===== config.mk =====
export PLATFORM = sky130hd
export DESIGN_NAME = rank_pifo_flat
export DESIGN_NICKNAME = d
export VERILOG_FILES = /design/src/rtl/rank_pifo_if.sv /design/src/rtl/rank_pifo.sv /design/src/flat_wrapper.sv
export SDC_FILE = /design/constraint.sdc
export NUM_CORES = 2
export LEC_CHECK = 0
export CAP_MARGIN = 20
export CORE_MARGIN = 2
export CORE_UTILIZATION = 55
export DETAILED_ROUTE_END_ITERATION = 10
export DONT_BUFFER_PORTS = 1
export PLACE_DENSITY = 0.76
export SLEW_MARGIN = 30
export SYNTH_ARGS = -nofsm -noshare
export SYNTH_HDL_FRONTEND = slang
export SYNTH_SLANG_ARGS = --single-unit
export TNS_END_PERCENT = 20

===== constraint.sdc =====
create_clock -name clk -period 17.8 [get_ports clk]
set_input_delay 2.67 -clock clk [delete_from_list [all_inputs] [get_ports clk]]
set_output_delay 2.67 -clock clk [all_outputs]
set_load 0.03 [all_outputs]

===== src/rtl/rank_pifo_if.sv =====
// Handshake bundle between the rank pipe / egress scheduler and the sorted PIFO array.
// The slave modport is the PIFO side; the master modport is the producer/consumer side.
interface rank_pifo_if #(
    parameter int RANK_WIDTH = 16,
    parameter int META_WIDTH = 16,
    parameter int L2_DEPTH   = 4
);
    logic                  up_valid;
    logic [RANK_WIDTH-1:0] up_rank;
    logic [META_WIDTH-1:0] up_meta;
    logic                  up_remove;
    logic                  flush;
    logic                  deq_req;
    logic                  deq_valid;
    logic [RANK_WIDTH-1:0] deq_rank;
    logic [META_WIDTH-1:0] deq_meta;
    logic [L2_DEPTH:0]     count;
    logic                  full;

    modport master (
        output up_valid, up_rank, up_meta, flush, deq_req,
        input  up_remove, deq_valid, deq_rank, deq_meta, count, full
    );

    modport slave (
        input  up_valid, up_rank, up_meta, flush, deq_req,
        output up_remove, deq_valid, deq_rank, deq_meta, count, full
    );
endinterface


===== src/rtl/rank_pifo.sv =====
// Register-based push-in/first-out queue sorted by ascending rank, ties kept in arrival order.
// Slot 0 is the head; one insert and one dequeue can happen in the same cycle.
module rank_pifo #(
    parameter int RANK_WIDTH = 16,
    parameter int META_WIDTH = 16,
    parameter int L2_DEPTH   = 4
) (
    input  logic        clk,
    input  logic        rst,
    rank_pifo_if.slave  pif
);
    localparam int DEPTH = 2 ** L2_DEPTH;
    localparam int CW    = L2_DEPTH + 1;

    logic [DEPTH-1:0]      vld, vld_nxt, vld_dn, vld_up;
    logic [RANK_WIDTH-1:0] rank_q   [DEPTH];
    logic [RANK_WIDTH-1:0] rank_nxt [DEPTH];
    logic [RANK_WIDTH-1:0] rank_dn  [DEPTH];
    logic [RANK_WIDTH-1:0] rank_up  [DEPTH];
    logic [META_WIDTH-1:0] meta_q   [DEPTH];
    logic [META_WIDTH-1:0] meta_nxt [DEPTH];
    logic [META_WIDTH-1:0] meta_dn  [DEPTH];
    logic [META_WIDTH-1:0] meta_up  [DEPTH];
    logic [CW-1:0]         cnt, p, pos;
    logic                  full_w, pop, ins;

    assign full_w = (cnt == CW'(DEPTH));
    assign pop    = pif.deq_req & (cnt != '0) & ~pif.flush;
    // rst gate keeps the accept low while the array is held in reset
    assign ins    = pif.up_valid & ~pif.flush & rst & (~full_w | pop);

    // Counting every slot with rank <= new rank puts ties behind existing equals.
    always_comb begin
        p = '0;
        for (int i = 0; i < DEPTH; i++) begin
            if (vld[i] && (rank_q[i] <= pif.up_rank)) p = p + 1'b1;
        end
    end

    // With a concurrent pop the head leaves, so the landing slot moves down by one.
    assign pos = (pop && (p != '0)) ? p - 1'b1 : p;

    assign vld_dn = {1'b0, vld[DEPTH-1:1]};
    assign vld_up = {vld[DEPTH-2:0], 1'b0};

    always_comb begin
        for (int i = 0; i < DEPTH - 1; i++) begin
            rank_dn[i] = rank_q[i+1];
            meta_dn[i] = meta_q[i+1];
        end
        rank_dn[DEPTH-1] = '0;
        meta_dn[DEPTH-1] = '0;
        rank_up[0] = '0;
        meta_up[0] = '0;
        for (int i = 1; i < DEPTH; i++) begin
            rank_up[i] = rank_q[i-1];
            meta_up[i] = meta_q[i-1];
        end
    end

    always_comb begin
        vld_nxt  = vld;
        rank_nxt = rank_q;
        meta_nxt = meta_q;
        for (int i = 0; i < DEPTH; i++) begin
            if (ins && pop) begin
                if (CW'(i) < pos) begin
                    vld_nxt[i]  = vld_dn[i];
                    rank_nxt[i] = rank_dn[i];
                    meta_nxt[i] = meta_dn[i];
                end else if (CW'(i) == pos) begin
                    vld_nxt[i]  = 1'b1;
                    rank_nxt[i] = pif.up_rank;
                    meta_nxt[i] = pif.up_meta;
                end
            end else if (ins) begin
                if (CW'(i) == pos) begin
                    vld_nxt[i]  = 1'b1;
                    rank_nxt[i] = pif.up_rank;
                    meta_nxt[i] = pif.up_meta;
                end else if (CW'(i) > pos) begin
                    vld_nxt[i]  = vld_up[i];
                    rank_nxt[i] = rank_up[i];
                    meta_nxt[i] = meta_up[i];
                end
            end else if (pop) begin
                vld_nxt[i]  = vld_dn[i];
                rank_nxt[i] = rank_dn[i];
                meta_nxt[i] = meta_dn[i];
            end
        end
    end

    always_ff @(posedge clk or negedge rst) begin
        if (!rst) begin
            vld <= '0;
            cnt <= '0;
            for (int i = 0; i < DEPTH; i++) begin
                rank_q[i] <= '0;
                meta_q[i] <= '0;
            end
        end else if (pif.flush) begin
            vld <= '0;
            cnt <= '0;
            for (int i = 0; i < DEPTH; i++) begin
                rank_q[i] <= '0;
                meta_q[i] <= '0;
            end
        end else begin
            vld    <= vld_nxt;
            rank_q <= rank_nxt;
            meta_q <= meta_nxt;
            if (ins && !pop) begin
                cnt <= cnt + 1'b1;
            end else if (pop && !ins) begin
                cnt <= cnt - 1'b1;
            end
        end
    end

    assign pif.up_remove = ins;
    assign pif.deq_valid = (cnt != '0);
    assign pif.deq_rank  = rank_q[0];
    assign pif.deq_meta  = meta_q[0];
    assign pif.count     = cnt;
    assign pif.full      = full_w;
endmodule


===== src/flat_wrapper.sv =====
// flat-port wrapper written by rule: the top's interface ports become plain ports
module rank_pifo_flat 
#(
    parameter int RANK_WIDTH = 16,
    parameter int META_WIDTH = 16,
    parameter int L2_DEPTH   = 4
)
  (clk, rst, pif_up_valid, pif_up_rank, pif_up_meta, pif_flush, pif_deq_req, pif_up_remove, pif_deq_valid, pif_deq_rank, pif_deq_meta, pif_count, pif_full);
  rank_pifo_if #(.RANK_WIDTH(RANK_WIDTH), .META_WIDTH(META_WIDTH), .L2_DEPTH(L2_DEPTH)) pif_i ();
  input  logic clk;
  input  logic rst;
  input wire logic [$bits(pif_i.up_valid)-1:0] pif_up_valid;
  input wire logic [$bits(pif_i.up_rank)-1:0] pif_up_rank;
  input wire logic [$bits(pif_i.up_meta)-1:0] pif_up_meta;
  input wire logic [$bits(pif_i.flush)-1:0] pif_flush;
  input wire logic [$bits(pif_i.deq_req)-1:0] pif_deq_req;
  output wire logic [$bits(pif_i.up_remove)-1:0] pif_up_remove;
  output wire logic [$bits(pif_i.deq_valid)-1:0] pif_deq_valid;
  output wire logic [$bits(pif_i.deq_rank)-1:0] pif_deq_rank;
  output wire logic [$bits(pif_i.deq_meta)-1:0] pif_deq_meta;
  output wire logic [$bits(pif_i.count)-1:0] pif_count;
  output wire logic [$bits(pif_i.full)-1:0] pif_full;
  assign pif_i.up_valid = pif_up_valid;
  assign pif_i.up_rank = pif_up_rank;
  assign pif_i.up_meta = pif_up_meta;
  assign pif_i.flush = pif_flush;
  assign pif_i.deq_req = pif_deq_req;
  assign pif_up_remove = pif_i.up_remove;
  assign pif_deq_valid = pif_i.deq_valid;
  assign pif_deq_rank = pif_i.deq_rank;
  assign pif_deq_meta = pif_i.deq_meta;
  assign pif_count = pif_i.count;
  assign pif_full = pif_i.full;
  rank_pifo #(.RANK_WIDTH(RANK_WIDTH), .META_WIDTH(META_WIDTH), .L2_DEPTH(L2_DEPTH)) u_core (.clk(clk), .rst(rst), .pif(pif_i));
endmodule

==> impl_table.tex <==
\begin{tabular}{lr}
\hline
Metric & Value \\
\hline
\multicolumn{2}{l}{\textbf{Min path}} \\
Path category of the worst min-delay check & flip-flop to flip-flop \\
\multicolumn{2}{l}{\textbf{Clocking}} \\
Number of sinks driven by the clock tree & about 530 \\
Buffer type at the clock tree root & sky130\_fd\_sc\_hd\_\_clkbuf\_16 \\
Clock latency of the later-clocked register in the worst-skew pair & around 0.65 ns \\
Cts-stage hold buffer count & 0 \\
Clk buf depth & 3 \\
Number of buffers inserted during clock tree synthesis & 58 \\
Clock Pin Slew Worst Setup and Hold Paths & 0.07 ns \\
H-tree levels & 2 \\
Clock tree from TritonCTS & yes \\
\multicolumn{2}{l}{\textbf{Yosys}} \\
Average footprint of a synthesized cell & 8.67 um2 \\
Number of unique standard cell types used by synthesis & approximately 100 \\
Number of cells produced by synthesis & 4451 \\
Post-Syn Area & 38600 um2 \\
Share of synthesized flip-flops with an asynchronous set or reset & 100\% \\
Synthesis-stage register bit count & 533 \\
Share of the yosys chip area belonging to registers & between 30\% and 40\% \\
Number of enable flip-flop cells after synthesis & 0 \\
Top flip-flop cell by instance count after synthesis & sky130\_fd\_sc\_hd\_\_dfrtp\_1 \\
Count of synthesis-stage warnings from yosys & 0 \\
Net count of the mapped netlist & 4765 \\
\multicolumn{2}{l}{\textbf{Timing}} \\
Setup repair after global routing missed its margin & true \\
Maximum clock rate & 0.0600 GHz \\
Final Setup Violations & 0 \\
Clock period minus worst slack & roughly 17 ns \\
Slew at the pin closest to its max-slew limit & 3.44 ns \\
Period utilisation layout & a little over nine tenths \\
Fin Clk Skew & 0.0250 ns \\
Endpoints failing hold & 0 \\
Remaining max-slew budget at the tightest pin & -130\% \\
Pins Over Slew Limit & 369 \\
\multicolumn{2}{l}{\textbf{Drt}} \\
Overall via count from detail\_route & 36615 \\
Routed WL per cell & around 24 um \\
Average vias per placed instance & 7.04 \\
Total wire length & 125 mm \\
Drt first pass iters & 7 \\
Iteration-0 DRC Markers & 4451 \\
Antenna Nets Post-Route & 0 \\
Number of DRC violations after detailed routing & 0 \\
\multicolumn{2}{l}{\textbf{Critical path}} \\
Critical path's slowest cell & sky130\_fd\_sc\_hd\_\_a211oi\_2 \\
Startpoint kind of the worst setup timing path & primary input \\
Arrival time at the worst endpoint & 17.22 ns \\
Worst Path Class, Setup & primary input to flip-flop \\
Largest fanout of any net on the critical path & 32 \\
CP most frequent cell & sky130\_fd\_sc\_hd\_\_ha\_1 \\
Crit path max-delay family & adder cells \\
Slowest cell delay on critical path & 0.69 ns \\
Critical path buffer and inverter count & 9 \\
Setup crit end kind & flip-flop \\
Required time worst endpoint & 18.34 ns \\
\multicolumn{2}{l}{\textbf{Die}} \\
Core area & 69800 um2 \\
Std cell rows & 97 \\
Die extent in x & roughly 270 um \\
Die outline area & 72300 um2 \\
I/O pin count & slightly below 80 \\
Floorplan die height & 269 um \\
Initial cell density of the core & 55.3\% \\
\multicolumn{2}{l}{\textbf{Placement}} \\
Placed Cells & 5089 \\
GPL Wtd Cong & 0.977 \\
Detail Placement HPWL & roughly 88 mm \\
Port buffer count & 0 \\
\multicolumn{2}{l}{\textbf{GRT}} \\
Number of global-route vias before repair & 35698 \\
Overflow after GRT & 0 \\
Global-route wire length before repair & between 150 and 200 mm \\
Antenna violations before repair & 0 \\
Largest net degree at the start of global routing & 536 \\
Overall routing resource usage & between 30\% and 40\% \\
\multicolumn{2}{l}{\textbf{Cells and area}} \\
Most used cells in the layout excluding fill and tap cells & sky130\_fd\_sc\_hd\_\_dfrtp\_1 (533), sky130\_fd\_sc\_hd\_\_nand2\_1 (503), sky130\_fd\_sc\_hd\_\_o21ai\_0 (331), sky130\_fd\_sc\_hd\_\_ha\_1 (276), sky130\_fd\_sc\_hd\_\_nor2\_1 (266) \\
Number of cells in the finished layout apart from fillers & 5204 \\
Area of all sequential standard cells & 13300 um2 \\
Net count reported at finish & 4528 \\
Antenna cells & 0 \\
Combined area of the multi-input logic cells & 23300 um2 \\
Fraction of final layout cells sized beyond drive strength 1 & 8.30\% \\
Synthesis-to-finish area growth & 7.49\% \\
Share of the core filled with cells & around three fifths \\
Commonest non-fill, non-tap cell in the layout & sky130\_fd\_sc\_hd\_\_dfrtp\_1 \\
Fillcell total & just over 6000 \\
\multicolumn{2}{l}{\textbf{Flow run}} \\
Maximum Capacitance Violations & 0 \\
\multicolumn{2}{l}{\textbf{Outcome}} \\
Result of the run & finished with violations \\
Violations in the final reports & slew limit \\
\hline
\end{tabular}
## state kept, by name, summed over array words and instances (netlist names)
register             cells
u_core.meta_dn         240
u_core.pif.deq_rank     16
u_core.rank_dn         240
u_core.vld              16
u_core.pif.deq_meta     16
u_core.pif.count         5
## logic make-up after synthesis
| logic type | synth area share (%) |
|---|---|
| AOI/OAI and AO/OA | 30.5 |
| and+or+nand+nor | 12.7 |
| buffers and inverters | 6.06 |
| DFF | 34.6 |
| adders and majority gates | 9.02 |
| muxes | 5.15 |
| xor gates and xnor gates | 1.96 |
## repair_timing
item | CTS | global route
setup buffers | 0 | 3
resized for setup | 0 | 22
setup endpoints to repair | 0 | 362
## worst min-delay path, stage by stage (launching register included)
cell and delay (ns):
sky130_fd_sc_hd__dfrtp_1 0.34, sky130_fd_sc_hd__nand2_1 0.05, sky130_fd_sc_hd__o21ai_0 0.06
## per-stage QoR
stage | hold WS (ns) | worst slack [ns] | instance area, um2 | setup TNS, ns
4_1_cts | 0.491 | 0.864 | 41300 | 0
5_1_grt | 0.517 | -0.146 | 41500 | -0.225
2_1_floorplan | 0.442 | 1.65 | 38600 | 0
6_report | 0.487 | 1.13 | 41500 | 0
3_5_place_dp | 0.476 | 0.230 | 39200 | 0
3_3_place_gp | 0.465 | 0.695 | 39200 | 0
## Yosys cell counts, types with 24 or more instances
cell,number,area (um2)
sky130_fd_sc_hd__o21ai_1,42,210
sky130_fd_sc_hd__xnor2_1,38,333
sky130_fd_sc_hd__o41ai_1,62,543
sky130_fd_sc_hd__nand2_1,507,1900
sky130_fd_sc_hd__clkbuf_1,306,1150
sky130_fd_sc_hd__nand4_1,50,313
sky130_fd_sc_hd__o221ai_1,223,1950
sky130_fd_sc_hd__a21oi_1,257,1290
sky130_fd_sc_hd__inv_1,169,634
sky130_fd_sc_hd__a222oi_1,74,741
sky130_fd_sc_hd__nor4_1,31,194
sky130_fd_sc_hd__o21a_1,33,248
sky130_fd_sc_hd__dfrtp_1,533,13300
sky130_fd_sc_hd__a22o_1,37,324
sky130_fd_sc_hd__ha_1,276,3450
sky130_fd_sc_hd__a211oi_1,57,428
sky130_fd_sc_hd__a31oi_1,44,275
sky130_fd_sc_hd__o22ai_1,119,744
sky130_fd_sc_hd__nor2_1,274,1030
sky130_fd_sc_hd__mux2i_1,138,1380
sky130_fd_sc_hd__mux2_1,30,338
sky130_fd_sc_hd__a21o_1,70,526
sky130_fd_sc_hd__o21ai_0,334,1670
sky130_fd_sc_hd__o31ai_1,147,1100
sky130_fd_sc_hd__nor2b_1,26,163
sky130_fd_sc_hd__buf_2,88,440
sky130_fd_sc_hd__nor3_1,48,240
sky130_fd_sc_hd__nand3_1,61,305
sky130_fd_sc_hd__mux2_2,24,270
## final cells by class
| class | count | area share, % |
|---|---|---|
| Clock buffer | 81 | 4.15 |
| Clock inverter | 29 | 0.878 |
| Inverter | 172 | 1.57 |
| Multi-Input combinational cell | 3334 | 56.2 |
| Sequential cell | 533 | 32.1 |
| Tap cell | 940 | 2.83 |
| Timing Repair Buffer | 115 | 2.22 |
## final timing paths
| check | start | to | slack [ns] | depth (start not counted) |
|---|---|---|---|---|
| worst max-delay path | pif_up_rank[1] | u_core.meta_dn[128]$_DFFE_PN0P_ | 1.13 | 76 |
| worst min-delay path | u_core.meta_dn[31]$_DFFE_PN0P_ | u_core.meta_dn[31]$_DFFE_PN0P_ | 0.49 | 2 |
| min in group asynchronous | rst | u_core.rank_dn[26]$_DFFE_PN0P_ | 1.75 | 0 |
| worst max register to register | u_core.rank_dn[241]$_DFFE_PN0P_ | u_core.meta_dn[128]$_DFFE_PN0P_ | 2.77 | 75 |
| worst min register to register | u_core.meta_dn[31]$_DFFE_PN0P_ | u_core.meta_dn[31]$_DFFE_PN0P_ | 0.49 | 2 |
| max in group asynchronous | rst | u_core.rank_dn[139]$_DFFE_PN0P_ | 13.38 | 0 |
## metal layers
layer	GRT usage, %	wire [um]	share of wire [%]
met5	0	0	0
met4	14.7	5270	4.2
met3	4.53	9100	7.3
met2	56.0	59000	47
met1	45.3	51600	41
Power is not shown: default switching activity piles up to over one toggle a cycle in this logic, so the estimate is an artifact.
